## config.mk

```make
export PLATFORM = sky130hd
export DESIGN_NAME = mux4to1_registered
export DESIGN_NICKNAME = d
export VERILOG_FILES = /design/src/rtl/mux4to1_registered.sv
export SDC_FILE = /design/constraint.sdc
export NUM_CORES = 1
export LEC_CHECK = 0
export BUFFER_PORTS_ARGS = -buffer_cell sky130_fd_sc_hd__buf_2
export CORE_UTILIZATION = 43
export DETAILED_ROUTE_END_ITERATION = 10
export HOLD_SLACK_MARGIN = 0.15
export PLACE_DENSITY_LB_ADDON = 0.08
export SLEW_MARGIN = 20
export SYNTH_ARGS = -nofsm -noshare
export SYNTH_HDL_FRONTEND = slang
export SYNTH_SLANG_ARGS = --single-unit
export TNS_END_PERCENT = 50
```

## constraint.sdc

```tcl
create_clock -name clk -period 1.24 [get_ports clk]
set_input_delay 0.062 -clock clk [delete_from_list [all_inputs] [get_ports clk]]
set_output_delay 0.062 -clock clk [all_outputs]
set_load 0.05 [all_outputs]
```

## src/rtl/mux4to1_registered.sv

```systemverilog
// ============================================================================
// mux4to1_registered : registered 4-to-1 word mux with valid and select-change flags
// Revision 1.0
// ============================================================================
`default_nettype none

module mux4to1_registered #(
   parameter int               WIDTH       = 16,
   parameter logic [WIDTH-1:0] RESET_VALUE = '0
) (
   input  logic             clk,
   input  logic             reset_n,
   input  logic             en,
   input  logic [1:0]       s,
   input  logic [WIDTH-1:0] in1,
   input  logic [WIDTH-1:0] in2,
   input  logic [WIDTH-1:0] in3,
   input  logic [WIDTH-1:0] in4,
   output logic [WIDTH-1:0] mux_out,
   output logic             out_valid,
   output logic [1:0]       sel_q,
   output logic             sel_changed
);

   logic [WIDTH-1:0] sel_data;

   always_comb begin
      sel_data = in1;
      case (s)
         2'b00: sel_data = in1;
         2'b01: sel_data = in2;
         2'b10: sel_data = in3;
         2'b11: sel_data = in4;
      endcase
   end

   // The first enabled capture after reset always counts as a source switch.
   always_ff @(posedge clk or negedge reset_n) begin
      if (!reset_n) begin
         mux_out     <= RESET_VALUE;
         out_valid   <= 1'b0;
         sel_q       <= 2'b00;
         sel_changed <= 1'b0;
      end else if (en) begin
         mux_out     <= sel_data;
         sel_q       <= s;
         out_valid   <= 1'b1;
         sel_changed <= (s != sel_q) || !out_valid;
      end else begin
         sel_changed <= 1'b0;
      end
   end

endmodule

`default_nettype wire

```

==> results.md, run 1 <==
* I/O Pins at 89
* Starting DRC count in detailed routing at 45
* Slew HR at 0.542
* Status: finished, final reports clean
* PortBufs at approximately 90
* Hold endpoint: sel_q[1]
* Mapped Nets at approximately 170
* Die H at 55.5 um
* # fillers at approximately 160
* FF-to-FF path depth at 1
* Register area share after synthesis at 0.406
* Clock transition at path regs at 0.12 ns
* Layout Nets at ~330
* Hold Path Stages at 3
* Hold Startpoint: en
* Fraction of layout cells with a size suffix above 1 at 0.381
* Crit path max fanout at 12
* Largest net degree at the start of global routing at 21
* Overall power at just over 2 mW
* Flop-to-flop setup slack at ~0.44 ns
* H-tree levels at 1
* Num Clock Sinks at 20
* Die X at 55.5 um
* Post-detailed-routing wire length at between 4000 and 5000 um
* Achievable Freq at about 880 MHz
* Setup TNS Final at 0 ns
* Fin crit period at 1.13 ns
* Starting Density at 0.451
* Yosys warning count at 0
* Least-Margin Pin Slew at 0.688 ns
* Netlist cell types at 15
* First-pass GRT wire length at about 7700 um
* CTS resizes at 0
* RD Place Congestion at roughly 0.7
* Num CTS Buffers at 3
* Antenna-violating nets left at 0
* Maxcap violations at 0
* DRC at 0
* HP Class: input port to register
* Leakage power at between 1 and 1.5 nW
* Clk root buf: clkbuf_4
* Synth top area share at 0.406
* Routed WL per cell at around 17 um
* Synthesized area at approximately 1200 um2
* Post-DP HPWL at around 2300 um
* CP required at 1.41 ns
* Fin cells at 288
* Vias/cell at between 5 and 6
* Skew-Pair Late Insertion Delay at roughly 0.3 ns
* R2r endpoint: out_valid
* Number of synthesized register bits at 20
* GRT Total Usage at 0.326
* Initial antenna violation count at 0
* Syn Area/Cell at between 10 and 15 um2
* GR Overflow Total at 0
* Multi-input combinational cell area at between 600 and 700 um2
* Vias in the first global route at approximately 1800
* Clock Path Buffers at 2
* Leading area contributor after synthesis: dfrtp_1
* Power density cells at ~870 nW/um2
* Die area at 3080 um2
* Slew Limit Fails at 0
* Worst Clk Skew at between 0.001 and 0.0015 ns
* Std-Cell Core Area at 2730 um2
* CTS tree: built
* Cells after DPL at approximately 220
* Area delta synth->final at 92.0%
* N_diodes at 0
* Ranking of synthesized cells by area: dfrtp_1 41%, mux2i_1 26%, o221ai_1 11%, nand2b_1 8.6%, buf_12 4.9%
* Setup crit end kind: register
* Critical path class: input port to register
* RSZ-0062 raised after global routing: no
* IR drop worst, VDD at between 600 and 700 uV
* CP Launch Type: input port
* Worst r2r src: out_valid
* Cells after synthesis at about 100
* Final period util at 0.915
* Arrival time worst endpoint at 1.30 ns
* Via count at between 1500 and 2000
* Final Hold Vio Count at 0
* Register Area at between 500 and 600 um2
* Pre-antenna DRT Iters at 7
* Final setup viols at 0
* Cell row count at 19
worst max-delay path, cell delays in order:
cell and delay, ns:
buf_2 0.11, dlygate4sd3_1 0.55, nand2_1 0.20, buf_4 0.24, o221ai_1 0.12
flip-flops by register name, summed over array words and instances, names as in the netlist:
register / flops
out_valid: 1
mux_out: 16
sel_changed: 1
sel_q: 2
metal layers:
layer  up-vias  global-route usage  part of all wire
met5         -                   0                 0
met4         0               0.193             0.056
met3        28              0.0539             0.046
met2        88               0.635              0.57
met1       698               0.313              0.33
li1        693                   -                 -
cell type report:
| cell class | count | share of cell area |
|---|---|---|
| timing repair buffer | 159 | 0.493 |
| multi-input combinational | 72 | 0.261 |
| sequential | 20 | 0.212 |
| tap | 31 | 0.0164 |
| clock buffer | 4 | 0.0153 |
| inverter | 2 | 0.00317 |
synth_stat cells:
cell      number
a31oi_1        1
buf_12         3
buf_2          2
buf_6          3
clkbuf_1       1
dfrtp_1       20
inv_1          2
mux2_2         1
mux2i_1       32
nand2_1        1
nand2b_1      17
o21ai_0        1
o221ai_1      16
or2_2          1
xnor2_1        2
cells in the final DEF, fill, tap and decap left out:
cell type and instances:
dfrtp_1 20, a31oi_1 1, xnor2_1 2, buf_4 2, mux2_2 1, mux2i_1 32, clkbuf_8 1, o221ai_1 16
or2_2 1, nand2_1 1, clkbuf_4 3, inv_1 2, buf_2 88, o21ai_0 1, dlygate4sd3_1 67, nand2b_1 17
buf_12 2
cells by family (layout without fill, tap and decap cells):
logic type	after synthesis	after routing	share of synthesized area
AOI/OAI and AO/OA	18	18	0.123
xor gates and xnor gates	2	2	0.0142
buffers and inverters	11	165	0.0934
DFF	20	20	0.406
muxes	33	33	0.269
and+or+nand+nor	19	19	0.0944
power breakdown:
part	internal (mW)	switching [mW]
sequential	0.727	0.0494
combinational	0.389	0.507
clock	0.179	0.212
total	1.29	0.768
how the worst max path moves through the flow:
| stage | start | endpoint | slack (ns) | cells past startpoint |
|---|---|---|---|---|
| 5_1_grt | s[1] | mux_out[15] | 0.08 | 5 |
| 4_1_cts | s[1] | mux_out[12] | 0.13 | 5 |
| 3_5_place_dp | s[1] | mux_out[6] | 0.15 | 3 |
| 6_report | s[1] | mux_out[14] | 0.11 | 5 |
| 2_1_floorplan | sel_q[1] | sel_changed | 0.20 | 2 |
| 3_3_place_gp | s[1] | mux_out[6] | 0.17 | 3 |
per-stage QoR:
stage | setup WS [ns] | util | hold WS (ns) | cell area (um2)
finish | 0.106 | 0.865 | 0.179 | 2370
global placement | 0.174 | 0.607 | 0.0345 | 1660
CTS | 0.128 | 0.865 | 0.157 | 2370
floorplan | 0.199 | - | -0.234 | 1230
global route | 0.0827 | 0.865 | 0.167 | 2370
detailed placement | 0.147 | 0.607 | 0.0346 | 1660
what timing repair did:
action                    4_1_cts  5_1_grt
setup buffers                   0        0
hold buffers                   67        0
hold endpoints to repair       37        0
(Power assumes the default switching activity.)
==> run 2, diff against run 1 <==
==> constraint.sdc (replaced) <==
create_clock -name clk -period 1.24 [get_ports clk]
set_input_delay 0.124 -clock clk [delete_from_list [all_inputs] [get_ports clk]]
set_output_delay 0.124 -clock clk [all_outputs]
set_load 0.05 [all_outputs]
==> run 2 against run 1 <==
Against the previous run: non-clock buffer count down 59; hold slack worse by 0.028 ns; sequential power down 0.8%; largest cell class is now multi-input combinational cells; largest power group is now sequential cells.
==> results.md, run 2 (synthesized netlist as in run 1, its figures left out) <==
* Status: finished, final reports clean
* CP required at 1.12 ns (-0.29 ns)
* FF-to-FF path depth at 1 (unchanged)
* Clock transition at path regs at 0.12 ns (about the same)
* Largest net degree at the start of global routing at 21 (unchanged)
* Buf/Inv on CP at 1 (-2)
* Num Clock Sinks at 20 (unchanged)
* N_diodes at 0 (unchanged)
* Setup bufs post-CTS at 0 (unchanged)
* Initial antenna violation count at 0 (unchanged)
* Final period util at 0.878 (-0.0366)
* Skew-Pair Late Insertion Delay at 0.29 ns (about the same)
* Final worst slack at 0.151 ns (+0.0454 ns)
* Post-DP HPWL at 2290 um (+1.6%)
* Leakage power at 0.955 nW (-20%)
* Slowest-stage cell, CP: dfrtp_1
* Placed Area at 1670 um2 (+0.91%)
* HP Class: input port to register
* I/O Pins at 89 (unchanged)
* Crit path depth at 1 (-4)
* Antenna-violating nets left at 0 (unchanged)
* Crit path max fanout at 3 (-9)
* Cell row count at 19 (unchanged)
* Pre-CTS setup slack at 0.263 ns (+0.116 ns)
* Arrival time worst endpoint at 0.96 ns (-0.34 ns)
* Critical Path End: sel_q[0]
* Top Registers: mux_out x16, sel_q x2
* Worst r2r src: out_valid
* Post-detailed-routing wire length at 2960 um (-39%)
* Least-Margin Pin Slew at 0.443 ns (-0.245 ns)
* RSZ-0062 raised after global routing: no
* Std-Cell Core Area at 2730 um2 (unchanged)
* Worst Clk Skew at 0.000462 ns (-0.000846 ns)
* GR Overflow Total at 0 (unchanged)
* Setup crit end kind: primary output
* CP delay by family, top: flip-flops
* Slowest stage delay, CP at 0.40 ns (-0.15 ns)
* Clk root buf: clkbuf_4
* RD Place Congestion at 0.711 (about the same)
* Hold Path Stages at 3 (unchanged)
* Setup TNS Final at 0 ns (unchanged)
* Maxcap violations at 0 (unchanged)
* Vias in the first global route at 1173 (-33%)
* Vias/cell at 5.11 (-2.3%)
* Commonest non-fill, non-tap cell in the layout: buf_2
* Most flops, register: mux_out
* Critical path class: register to primary output
* Achievable Freq at 918 MHz (+4.2%)
* Fin crit period at 1.09 ns (-0.0454 ns)
* CP Cell Sequence: buf_2
* Die H at 55.5 um (unchanged)
* Layout Nets at 268 (-18%)
* Num CTS Buffers at 3 (unchanged)
* Flop-to-flop setup slack at 0.43 ns (about the same)
* Starting DRC count in detailed routing at 34 (-24%)
* Largest register FFs at 16 (unchanged)
* H-tree levels at 1 (unchanged)
* Final Hold Vio Count at 0 (unchanged)
* R2r endpoint: out_valid
* Via count at 1171 (-22%)
* Final setup viols at 0 (unchanged)
* IR drop worst, VDD at 657 uV (-2.7%)
* Slew HR at 0.705 (+0.163)
* CTS tree: built
* DRC at 0 (unchanged)
* Starting Density at 0.451 (unchanged)
* GRT Total Usage at 0.205 (-0.121)
* Die area at 3080 um2 (unchanged)
* Power density cells at 1050 nW/um2 (+21%)
* Die X at 55.5 um (unchanged)
* Crit path launch: sel_q[0]
* Fraction of layout cells with a size suffix above 1 at 0.505 (+0.124)
* PortBufs at 88 (unchanged)
* Slew Limit Fails at 0 (unchanged)
* CP Launch Type: register
* First-pass GRT wire length at 5150 um (-33%)
* Pre-antenna DRT Iters at 4 (-3)
* Routed WL per cell at 12.9 um (-23%)
* Post-route cell area at 1770 um2 (-25%)
* Area delta synth->final at 43.7%
* Most frequent cells in the layout: 88 x buf_2, 32 x mux2i_1, 20 x dfrtp_1
* Clock Path Buffers at 2 (unchanged)
==> run 2: worst min path at each step <==
stage / slack [ns] / from / endpoint
global placement: 0.1 / reset_n / out_valid
global route: 0.15 / in4[5] / mux_out[5]
floorplan: -0.17 / reset_n / mux_out[0]
detailed placement: 0.1 / reset_n / sel_changed
finish: 0.15 / in3[5] / mux_out[5]
CTS: 0.15 / in3[15] / mux_out[15]
==> run 2: where the power goes <==
group | total, mW | switching, mW | internal (mW) | leakage, nW
logic | 0.722 | 0.455 | 0.267 | 0.692
registers | 0.770 | 0.0432 | 0.727 | 0.241
clock network | 0.371 | 0.193 | 0.179 | 0.0210
==> run 2: timing repair <==
item,4_1_cts,5_1_grt
hold buffers,3,3
resized for setup,0,0
endpoints found under the hold margin,21,2
==> run 2: area by class of cell <==
cell class                      count  area (um2)
Fill cell                         238         963
Multi-Input combinational cell     72         617
Timing Repair Buffer              100         571
Sequential cell                    20         500
Tap cell                           31        38.8
Clock buffer                        4        36.3
Inverter                            2        7.51
==> run 2: metal layers <==
| layer | vias up | global-route usage | part of all wire |
|---|---|---|---|
| met5 | - | 0 | 0 |
| met2 | 51 | 0.351 | 0.49 |
| met3 | 2 | 0.0375 | 0.065 |
| met1 | 542 | 0.275 | 0.44 |
| li1 | 576 | - | - |
| met4 | 0 | 0.0321 | 0.0041 |
==> run 2: metrics by stage <==
stage	instances	hold WS [ns]	power, mW	util
6_report	229	0.151	1.86	0.648
5_1_grt	229	0.151	1.97	0.648
3_5_place_dp	219	0.0994	1.49	0.612
3_3_place_gp	219	0.0954	1.48	0.612
4_1_cts	226	0.150	1.87	0.637
2_1_floorplan	103	-0.172	1.27	-
